$ cat src/rtl/shift_operand_stage_if.sv
// Bundle of the upstream decode handshake, the Rs register-file read port and
// the shifter-side outputs of shift_operand_stage.
interface shift_operand_stage_if #(
  parameter int FULLW      = 32,
  parameter int WIDTH      = 5,
  parameter int SHIFTCODEW = 2
);
  logic                  in_valid;
  logic                  in_ready;
  logic                  imm_flag;
  logic [11:0]           op2;
  logic [FULLW-1:0]      rm_val;
  logic                  cflag;
  logic                  rs_req;
  logic [3:0]            rs_addr;
  logic [FULLW-1:0]      rs_data;
  logic                  out_valid;
  logic                  out_ready;
  logic [FULLW-1:0]      shiftin;
  logic [WIDTH-1:0]      shiftby;
  logic [SHIFTCODEW-1:0] shiftcode;
  logic                  shift_cflag;
  logic                  bypass;
  logic [FULLW-1:0]      bypass_val;
  logic                  bypass_carry;

  modport slave (
    input  in_valid, imm_flag, op2, rm_val, cflag, rs_data, out_ready,
    output in_ready, rs_req, rs_addr, out_valid, shiftin, shiftby, shiftcode,
           shift_cflag, bypass, bypass_val, bypass_carry
  );

  modport master (
    output in_valid, imm_flag, op2, rm_val, cflag, rs_data, out_ready,
    input  in_ready, rs_req, rs_addr, out_valid, shiftin, shiftby, shiftcode,
           shift_cflag, bypass, bypass_val, bypass_carry
  );
endinterface

$ cat src/rtl/shift_operand_stage.sv
// ARM operand2 decode stage in front of the barrel shifter: fetches Rs for
// register shifts and folds shifter-inexpressible cases into a bypass value.
module shift_operand_stage #(
  parameter int FULLW      = 32,
  parameter int WIDTH      = 5,
  parameter int SHIFTCODEW = 2
) (
  input  logic                 clk,
  input  logic                 reset,
  shift_operand_stage_if.slave bus
);

  localparam logic [SHIFTCODEW-1:0] SH_LSL = SHIFTCODEW'(0);
  localparam logic [SHIFTCODEW-1:0] SH_LSR = SHIFTCODEW'(1);
  localparam logic [SHIFTCODEW-1:0] SH_ASR = SHIFTCODEW'(2);
  localparam logic [SHIFTCODEW-1:0] SH_ROR = SHIFTCODEW'(3);

  typedef enum logic [1:0] {
    EMPTY    = 2'd0,
    RS_FETCH = 2'd1,
    FULL     = 2'd2
  } state_t;

  state_t                state_q;
  logic [11:4]           op2_q;
  logic [FULLW-1:0]      rm_q;
  logic                  cflag_q;
  logic                  rs_req_q;
  logic [3:0]            rs_addr_q;
  logic [FULLW-1:0]      shiftin_q;
  logic [WIDTH-1:0]      shiftby_q;
  logic [SHIFTCODEW-1:0] shiftcode_q;
  logic                  shift_cflag_q;
  logic                  bypass_q;
  logic [FULLW-1:0]      bypass_val_q;
  logic                  bypass_carry_q;

  logic                  in_ready;
  logic                  accept;
  logic                  reg_form_in;
  logic                  fetch;
  logic                  load_en;
  logic [11:4]           src_op2;
  logic [FULLW-1:0]      src_rm;
  logic                  src_c;
  logic                  src_imm;
  logic [7:0]            amt;
  logic                  amt_big;
  logic                  amt_exact;

  logic [FULLW-1:0]      shiftin_d;
  logic [WIDTH-1:0]      shiftby_d;
  logic [SHIFTCODEW-1:0] shiftcode_d;
  logic                  bypass_d;
  logic [FULLW-1:0]      bypass_val_d;
  logic                  bypass_carry_d;

  logic                  unused_bits;

  assign in_ready    = (state_q == EMPTY) || ((state_q == FULL) && bus.out_ready);
  assign accept      = bus.in_valid && in_ready;
  assign reg_form_in = !bus.imm_flag && bus.op2[4];
  assign fetch       = (state_q == RS_FETCH);
  assign load_en     = fetch || (accept && !reg_form_in);

  // In RS_FETCH the operand comes from the latched copy, otherwise straight from the bus.
  assign src_op2 = fetch ? op2_q   : bus.op2[11:4];
  assign src_rm  = fetch ? rm_q    : bus.rm_val;
  assign src_c   = fetch ? cflag_q : bus.cflag;
  assign src_imm = fetch ? 1'b0    : bus.imm_flag;

  assign amt       = bus.rs_data[7:0];
  assign amt_big   = |amt[7:WIDTH];
  assign amt_exact = (amt == 8'(FULLW));

  assign unused_bits = ^{bus.op2[3:0], bus.rs_data[FULLW-1:8]};

  always_comb begin
    shiftin_d      = src_rm;
    shiftby_d      = WIDTH'(src_op2[11:7]);
    shiftcode_d    = SHIFTCODEW'(src_op2[6:5]);
    bypass_d       = 1'b0;
    bypass_val_d   = '0;
    bypass_carry_d = 1'b0;

    if (src_imm) begin
      shiftin_d   = {{(FULLW-8){1'b0}}, src_op2[7:4], bus.op2[3:0]};
      shiftcode_d = SH_ROR;
      shiftby_d   = WIDTH'({src_op2[11:8], 1'b0});
      // Rotate of zero would be taken as RRX by the shifter.
      if (src_op2[11:8] == 4'd0) begin
        bypass_d       = 1'b1;
        bypass_val_d   = {{(FULLW-8){1'b0}}, src_op2[7:4], bus.op2[3:0]};
        bypass_carry_d = src_c;
      end
    end else if (fetch) begin
      shiftby_d = amt[WIDTH-1:0];
      if (amt == 8'd0) begin
        bypass_d       = 1'b1;
        bypass_val_d   = src_rm;
        bypass_carry_d = src_c;
      end else if (amt_big) begin
        case (shiftcode_d)
          SH_LSL: begin
            bypass_d       = 1'b1;
            bypass_carry_d = amt_exact ? src_rm[0] : 1'b0;
          end
          SH_LSR: begin
            bypass_d       = 1'b1;
            bypass_carry_d = amt_exact ? src_rm[FULLW-1] : 1'b0;
          end
          SH_ASR: shiftby_d = '0;
          default: begin
            if (amt[WIDTH-1:0] == '0) begin
              bypass_d       = 1'b1;
              bypass_val_d   = src_rm;
              bypass_carry_d = src_rm[FULLW-1];
            end
          end
        endcase
      end
    end else if ((shiftcode_d == SH_LSL) && (shiftby_d == '0)) begin
      bypass_d       = 1'b1;
      bypass_val_d   = src_rm;
      bypass_carry_d = src_c;
    end
  end

  always_ff @(posedge clk or posedge reset) begin
    if (reset) begin
      state_q        <= EMPTY;
      op2_q          <= '0;
      rm_q           <= '0;
      cflag_q        <= 1'b0;
      rs_req_q       <= 1'b0;
      rs_addr_q      <= '0;
      shiftin_q      <= '0;
      shiftby_q      <= '0;
      shiftcode_q    <= '0;
      shift_cflag_q  <= 1'b0;
      bypass_q       <= 1'b0;
      bypass_val_q   <= '0;
      bypass_carry_q <= 1'b0;
    end else begin
      rs_req_q <= 1'b0;
      case (state_q)
        EMPTY, FULL: begin
          if (accept) begin
            op2_q   <= bus.op2[11:4];
            rm_q    <= bus.rm_val;
            cflag_q <= bus.cflag;
            if (reg_form_in) begin
              state_q   <= RS_FETCH;
              rs_req_q  <= 1'b1;
              rs_addr_q <= bus.op2[11:8];
            end else begin
              state_q <= FULL;
            end
          end else if ((state_q == FULL) && bus.out_ready) begin
            state_q <= EMPTY;
          end
        end
        RS_FETCH: state_q <= FULL;
        default:  state_q <= EMPTY;
      endcase

      if (load_en) begin
        shiftin_q      <= shiftin_d;
        shiftby_q      <= shiftby_d;
        shiftcode_q    <= shiftcode_d;
        shift_cflag_q  <= src_c;
        bypass_q       <= bypass_d;
        bypass_val_q   <= bypass_val_d;
        bypass_carry_q <= bypass_carry_d;
      end
    end
  end

  assign bus.in_ready     = in_ready;
  assign bus.rs_req       = rs_req_q;
  assign bus.rs_addr      = rs_addr_q;
  assign bus.out_valid    = (state_q == FULL);
  assign bus.shiftin      = shiftin_q;
  assign bus.shiftby      = shiftby_q;
  assign bus.shiftcode    = shiftcode_q;
  assign bus.shift_cflag  = shift_cflag_q;
  assign bus.bypass       = bypass_q;
  assign bus.bypass_val   = bypass_val_q;
  assign bus.bypass_carry = bypass_carry_q;

endmodule

$ cat src/flat_wrapper.sv
// flat-port wrapper written by rule: the top's interface ports become plain ports
module shift_operand_stage_flat 
#(
  parameter int FULLW      = 32,
  parameter int WIDTH      = 5,
  parameter int SHIFTCODEW = 2
)
  (clk, reset, bus_in_valid, bus_imm_flag, bus_op2, bus_rm_val, bus_cflag, bus_rs_data, bus_out_ready, bus_in_ready, bus_rs_req, bus_rs_addr, bus_out_valid, bus_shiftin, bus_shiftby, bus_shiftcode, bus_shift_cflag, bus_bypass, bus_bypass_val, bus_bypass_carry);
  shift_operand_stage_if #(.FULLW(FULLW), .WIDTH(WIDTH), .SHIFTCODEW(SHIFTCODEW)) bus_i ();
  input  logic clk;
  input  logic reset;
  input wire logic [$bits(bus_i.in_valid)-1:0] bus_in_valid;
  input wire logic [$bits(bus_i.imm_flag)-1:0] bus_imm_flag;
  input wire logic [$bits(bus_i.op2)-1:0] bus_op2;
  input wire logic [$bits(bus_i.rm_val)-1:0] bus_rm_val;
  input wire logic [$bits(bus_i.cflag)-1:0] bus_cflag;
  input wire logic [$bits(bus_i.rs_data)-1:0] bus_rs_data;
  input wire logic [$bits(bus_i.out_ready)-1:0] bus_out_ready;
  output wire logic [$bits(bus_i.in_ready)-1:0] bus_in_ready;
  output wire logic [$bits(bus_i.rs_req)-1:0] bus_rs_req;
  output wire logic [$bits(bus_i.rs_addr)-1:0] bus_rs_addr;
  output wire logic [$bits(bus_i.out_valid)-1:0] bus_out_valid;
  output wire logic [$bits(bus_i.shiftin)-1:0] bus_shiftin;
  output wire logic [$bits(bus_i.shiftby)-1:0] bus_shiftby;
  output wire logic [$bits(bus_i.shiftcode)-1:0] bus_shiftcode;
  output wire logic [$bits(bus_i.shift_cflag)-1:0] bus_shift_cflag;
  output wire logic [$bits(bus_i.bypass)-1:0] bus_bypass;
  output wire logic [$bits(bus_i.bypass_val)-1:0] bus_bypass_val;
  output wire logic [$bits(bus_i.bypass_carry)-1:0] bus_bypass_carry;
  assign bus_i.in_valid = bus_in_valid;
  assign bus_i.imm_flag = bus_imm_flag;
  assign bus_i.op2 = bus_op2;
  assign bus_i.rm_val = bus_rm_val;
  assign bus_i.cflag = bus_cflag;
  assign bus_i.rs_data = bus_rs_data;
  assign bus_i.out_ready = bus_out_ready;
  assign bus_in_ready = bus_i.in_ready;
  assign bus_rs_req = bus_i.rs_req;
  assign bus_rs_addr = bus_i.rs_addr;
  assign bus_out_valid = bus_i.out_valid;
  assign bus_shiftin = bus_i.shiftin;
  assign bus_shiftby = bus_i.shiftby;
  assign bus_shiftcode = bus_i.shiftcode;
  assign bus_shift_cflag = bus_i.shift_cflag;
  assign bus_bypass = bus_i.bypass;
  assign bus_bypass_val = bus_i.bypass_val;
  assign bus_bypass_carry = bus_i.bypass_carry;
  shift_operand_stage #(.FULLW(FULLW), .WIDTH(WIDTH), .SHIFTCODEW(SHIFTCODEW)) u_core (.clk(clk), .reset(reset), .bus(bus_i));
endmodule
$ cat config.mk
export PLATFORM = sky130hd
export DESIGN_NAME = shift_operand_stage_flat
export DESIGN_NICKNAME = d
export VERILOG_FILES = /design/src/rtl/shift_operand_stage_if.sv /design/src/rtl/shift_operand_stage.sv /design/src/flat_wrapper.sv
export SDC_FILE = /design/constraint.sdc
export NUM_CORES = 1
export LEC_CHECK = 0
export CORE_MARGIN = 2
export CORE_UTILIZATION = 42
export CTS_CLUSTER_DIAMETER = 200
export DETAILED_ROUTE_END_ITERATION = 6
export HOLD_SLACK_MARGIN = 0.1
export PLACE_DENSITY = 0.77
export SYNTH_ARGS = -nofsm -noshare
export SYNTH_HDL_FRONTEND = slang
export SYNTH_SLANG_ARGS = --single-unit
$ cat constraint.sdc
create_clock -name clk -period 4.2 [get_ports clk]
set_clock_uncertainty 0.2 [all_clocks]
set_input_delay 1.26 -clock clk [delete_from_list [all_inputs] [get_ports clk]]
set_output_delay 1.26 -clock clk [all_outputs]
set_load 0.01 [all_outputs]
# Word level (Yosys, flattened, before mapping)
# Index checks and enable logic that the tools add are counted.
dict set report op_classes {
  n_eq_ne 6
  muxes 44
  n_reduce_logical 21
}
# op count
set ops {}
lappend ops {{$mux 32} 9}
lappend ops {{$mux 5} 5}
lappend ops {{$mux 1} 21}
lappend ops {{$mux 8} 2}
lappend ops {{$logic_not 5->1} 2}
lappend ops {{$eq 8x6->1 const B} 1}
lappend ops {{$logic_not 8->1} 1}
lappend ops {{$mux 2} 4}
lappend ops {{$reduce_or 3->1} 2}
lappend ops {{$logic_and 1x1->1} 5}
lappend ops {{$eq 2x1->1 const B} 2}
lappend ops {{$eq 2x2->1 const B} 2}
lappend ops {{$logic_not 2->1} 2}
lappend ops {{$logic_not 4->1} 1}
lappend ops {{$pmux 2 s2} 1}
lappend ops {{$reduce_or 2->1} 2}
lappend ops {{$ne 3x1->1 const B} 1}
lappend ops {{$pmux 1 s3} 1}
lappend ops {{$reduce_and 3->1} 1}
lappend ops {{$logic_not 1->1} 2}
lappend ops {{$logic_or 1x1->1} 2}
lappend ops {{$pmux 1 s2} 1}
lappend ops {{$reduce_and 2->1} 1}
dict set report word_totals {
  ff_bits 122
  inputBits 82
  output_inout_bits 81
  word_cells 84
}

# Depth between registers and ports, before layout
dict set report logic_depth {
  depth_word 9
  depth_mapped 8
}

# Least setup slack after synthesis
# No wires, ideal clock.
dict set report synth_timing {
  kind {input -> output}
  startpoint {input bus_out_ready}
  endpoint {output bus_in_ready}
  arrival_ps 1582
  required_time_ps 2740
  setup_slack_ps 1158
  stages 2
  path_cell_list {inv_1 a21oi_1}
}
dict set report synth_between {
  elab_chain_cells 2
}
# element line_no
set synth_rtl {}
lappend synth_rtl {{start, declared} flat_wrapper.sv:18} ;# input wire logic [$bits(bus_i.out_ready)-1:0] bus_out_ready;
lappend synth_rtl {{$logic_and 1x1->1} shift_operand_stage.sv:60} ;# assign in_ready = (state_q == EMPTY) || ((state_q == FULL) && bus.out_ready);
lappend synth_rtl {{$logic_or 1x1->1} shift_operand_stage.sv:60}
lappend synth_rtl {{end, declared} flat_wrapper.sv:19} ;# output wire logic [$bits(bus_i.in_ready)-1:0] bus_in_ready;
# Every way passes these cells.

# Worst setup path after layout
# Ends and elaborated chain as after synthesis.

==> summary.md <==
| Metric | Value |
|---|---|
| Status | `completed` |
| Period utilization | `95.8%` |
| CP Launch Type | `input pin` |
| Gpl congestion | `0.799` |
| Fmax | `249 MHz` |
| Worst EP arrival | `2560 ps` |
| Number of diodes | `0` |
| Min-Delay Startpoint | `u_core.bus.shiftin[30]$_DFFE_PP0P_` |
| Detail Route Antenna Nets | `0` |
| Data required, critical path | `2740 ps` |
| Hold_buf cts | `0` |
| Setup CP Type | `input pin to output pin` |
| Reg2Reg Setup Slack | `1510 ps` |
| Critical-path cell list | `clkdlybuf4s50_1 > inv_1 > a21oi_1 > clkdlybuf4s50_1` |
| Min-Delay Endpoint | `u_core.bus.shiftin[30]$_DFFE_PP0P_` |
| Finished Layout Cells | `770` |
| WP depth | `4` |
| Core Box Area | `11900 sq um` |
| Sink Count | `116` |
| DR WL/cell | `16.8 um` |
| Die area | `13000 sq um` |
| DP Wirelength | `8400 um` |
| Die Height | `114 um` |
| Worst slew margin | `28.6%` |
| Setup Buffers After CTS | `0` |
| Worst path top cell family by delay | `buffers and inverters` |
| Hold Crit Depth | `2` |
| RSZ-0062 raised after global routing | `no` |
| Via count | `4160` |
| I/O Buffers | `138` |
| Die X-Extent | `114 um` |
| Cell count after placement | `738` |
| Slew Limit Fails | `0` |
| Reg2Reg Capture Point | `u_core.bus.bypass_val[7]$_DFFE_PP0P_` |
| R2R cell count | `6` |
| Clock tree from TritonCTS | `yes` |
| Post-synthesis sequential area ratio | `56.9%` |
| Worst-path maximum fanout | `3` |
| Aggregate global routing overflow | `0` |
| Synth Net Count | `564` |
| First-pass GRT wire length | `20800 um` |
| Longest Clk Path Bufs | `2` |
| Yosys warnings | `0` |
| Fillers | `1025` |
| CTS Buf Count | `17` |
| Critical path origin | `bus_out_ready` |
| Max Cap Violations | `0` |
| DRC Markers | `0` |
| Post-synth top cells | `dfrtp_1, nand2_1, a21oi_1, mux2_2, nor2_1` |
| Crit path capture type | `output pin` |
| PwrDens | `503 nW/um^2` |
| Max stage delay on crit path | `580 ps` |
| Worst hold path type | `flop to flop` |
| Most frequent cell after synthesis | `dfrtp_1` |
| Layout Utilization | `61.1%` |
| Worst Tran Pin Value | `1070 ps` |
| Number of synthesized flops with an enable pin | `0` |
| PostCTS Resize Cnt | `0` |
| Avg Inst Size Synth | `10.6 sq um` |
| Max VDD drop | `281 uV` |
| Design area | `7280 sq um` |
| # rows | `40` |
| Yosys reg bits | `116` |
| CTS Root Cell | `clkbuf_16` |
| Most used cell, CP | `clkdlybuf4s50_1` |
| Starting DRT DRC Count | `303` |
| Multi-input gate area | `2050 sq um` |
| Top_reg_cell synth | `dfrtp_1` |
| Initial Util | `42.8%` |
| Post-DP Area | `6630 sq um` |
| TritonRoute pass-1 iters | `4` |
| Worst Path Buf+Inv | `3` |
| Vias in the first global route | `4142` |
| Share of layout cells above drive strength 1 | `14.1%` |
| Mapped Area | `5100 sq um` |
| Layout area overhead | `42.8%` |
| Setup violations, final | `0` |
| Htree depth | `4` |
| Tot Pwr | `0.00366 W` |
| Initial antenna violation count | `0` |
| Pin count of the biggest net entering global routing | `117` |
| Area share of the leading cell type in the synthesized netlist | `56.9%` |
| Register clock-pin slew on the reported worst setup and hold paths | `50 ps` |
| Asr flop ratio synth | `100%` |
| Register Area | `2900 sq um` |
| Netlist cell types | `35` |
| Synth area leader | `dfrtp_1` |
| Clock latency on the worst-skew pair | `410 ps` |
| # IOs | `163` |
| Via density | `5.40` |
| Total track usage | `20.2%` |
| CP max-delay cell | `clkdlybuf4s50_1` |
| Worst reg2reg startpoint | `u_core.state_q[1]$_DFFE_PP0P_` |
| Synth area leaders | `dfrtp_1, mux2_2, nand2_1` |
| Final nets | `692` |
| Leakage power | `2.98 nW` |
| Clock period minus final worst setup slack | `4020 ps` |
| Setup TNS | `0 ps` |
| Post-Synthesis Cells | `482` |
| Fin. Hold Viols | `0` |
| DRT Wirelength | `12900 um` |
## where the power goes
group | leakage (nW) | internal [W] | switching (W)
combinational | 1.21 | 0.000378 | 0.000311
sequential | 1.45 | 0.00129 | 0.000101
clock | 0.321 | 0.00110 | 0.000488
total | 2.98 | 0.00276 | 0.000900
## sequential cells by signal (all words and copies together), names as in the netlist
name and count:
u_core.bus.bypass 1, u_core.bus.bypass_carry 1, u_core.bus.bypass_val 32, u_core.bus.rs_addr 4, u_core.bus.rs_req 1, u_core.bus.shift_cflag 1, u_core.bus.shiftby 5, u_core.bus.shiftcode 2
u_core.bus.shiftin 32, u_core.cflag_q 1, u_core.op2_q 2, u_core.rm_q 32, u_core.state_q 2
## logic make-up (layout without fill, tap and decap cells)
group,after synthesis,count (layout),synth area share (%)
flops,116,116,56.9
simple gates,156,156,15.3
compound gates,128,128,15.3
mux,42,42,9.20
buf+inv,40,181,3.29
## cell usage in the layout (no fill, tap or decap), drive strengths merged, types with 6 or more instances in the layout
cell / netlist / final
a21oi: 46 / 46
a221oi: 6 / 6
a2bb2oi: 7 / 7
a31oi: 7 / 7
buf: 12 / 10
clkbuf: 26 / 23
clkdlybuf4s50: 0 / 137
dfrtp: 116 / 116
mux2: 39 / 39
nand2: 64 / 64
nor2: 38 / 38
nor3b: 32 / 32
o21ai: 31 / 31
o31ai: 25 / 25
## routing by layer
| layer | track usage [%] | share of wire, % | vias to the layer above | routed length (um) |
|---|---|---|---|---|
| met1 | 25.9 | 44 | 2069 | 5650 |
| met2 | 33.7 | 50 | 112 | 6460 |
| li1 | - | - | 1965 | - |
| met4 | 7.07 | 1.6 | 0 | 201 |
| met3 | 4.98 | 4.8 | 14 | 625 |
| met5 | 0 | 0 | - | 0 |
## worst register-to-register path, delay by kind of cell, from the launching register on
kind                   cells  cell delay, ps
AND/OR/NAND/NOR            2             590
AO/OA/AOI/OAI              3            1150
buffers and inverters      1             180
flip-flops                 1             450
## how the worst max path moves through the flow
stage	slack (ps)	to
floorplan	1160	bus_in_ready
CTS	170	bus_in_ready
global route	120	bus_in_ready
finish	180	bus_in_ready
detailed placement	170	bus_in_ready
global placement	190	bus_in_ready
## through the flow
step / worst slack [ps] / hold slack, ps
finish: 176 / 275
global route: 115 / 297
CTS: 172 / 281
detailed placement: 173 / 269
global placement: 188 / 260
floorplan: 1160 / 280
## cell type report
class | count | area share (%)
Sequential cell | 116 | 39.9
Multi-Input combinational cell | 326 | 28.1
Timing Repair Buffer | 147 | 20.3
Clock buffer | 23 | 6.56
Tap cell | 147 | 2.53
Clock inverter | 9 | 2.39
Inverter | 2 | 0.155
Note: power is estimated with default switching activity, not from simulation.
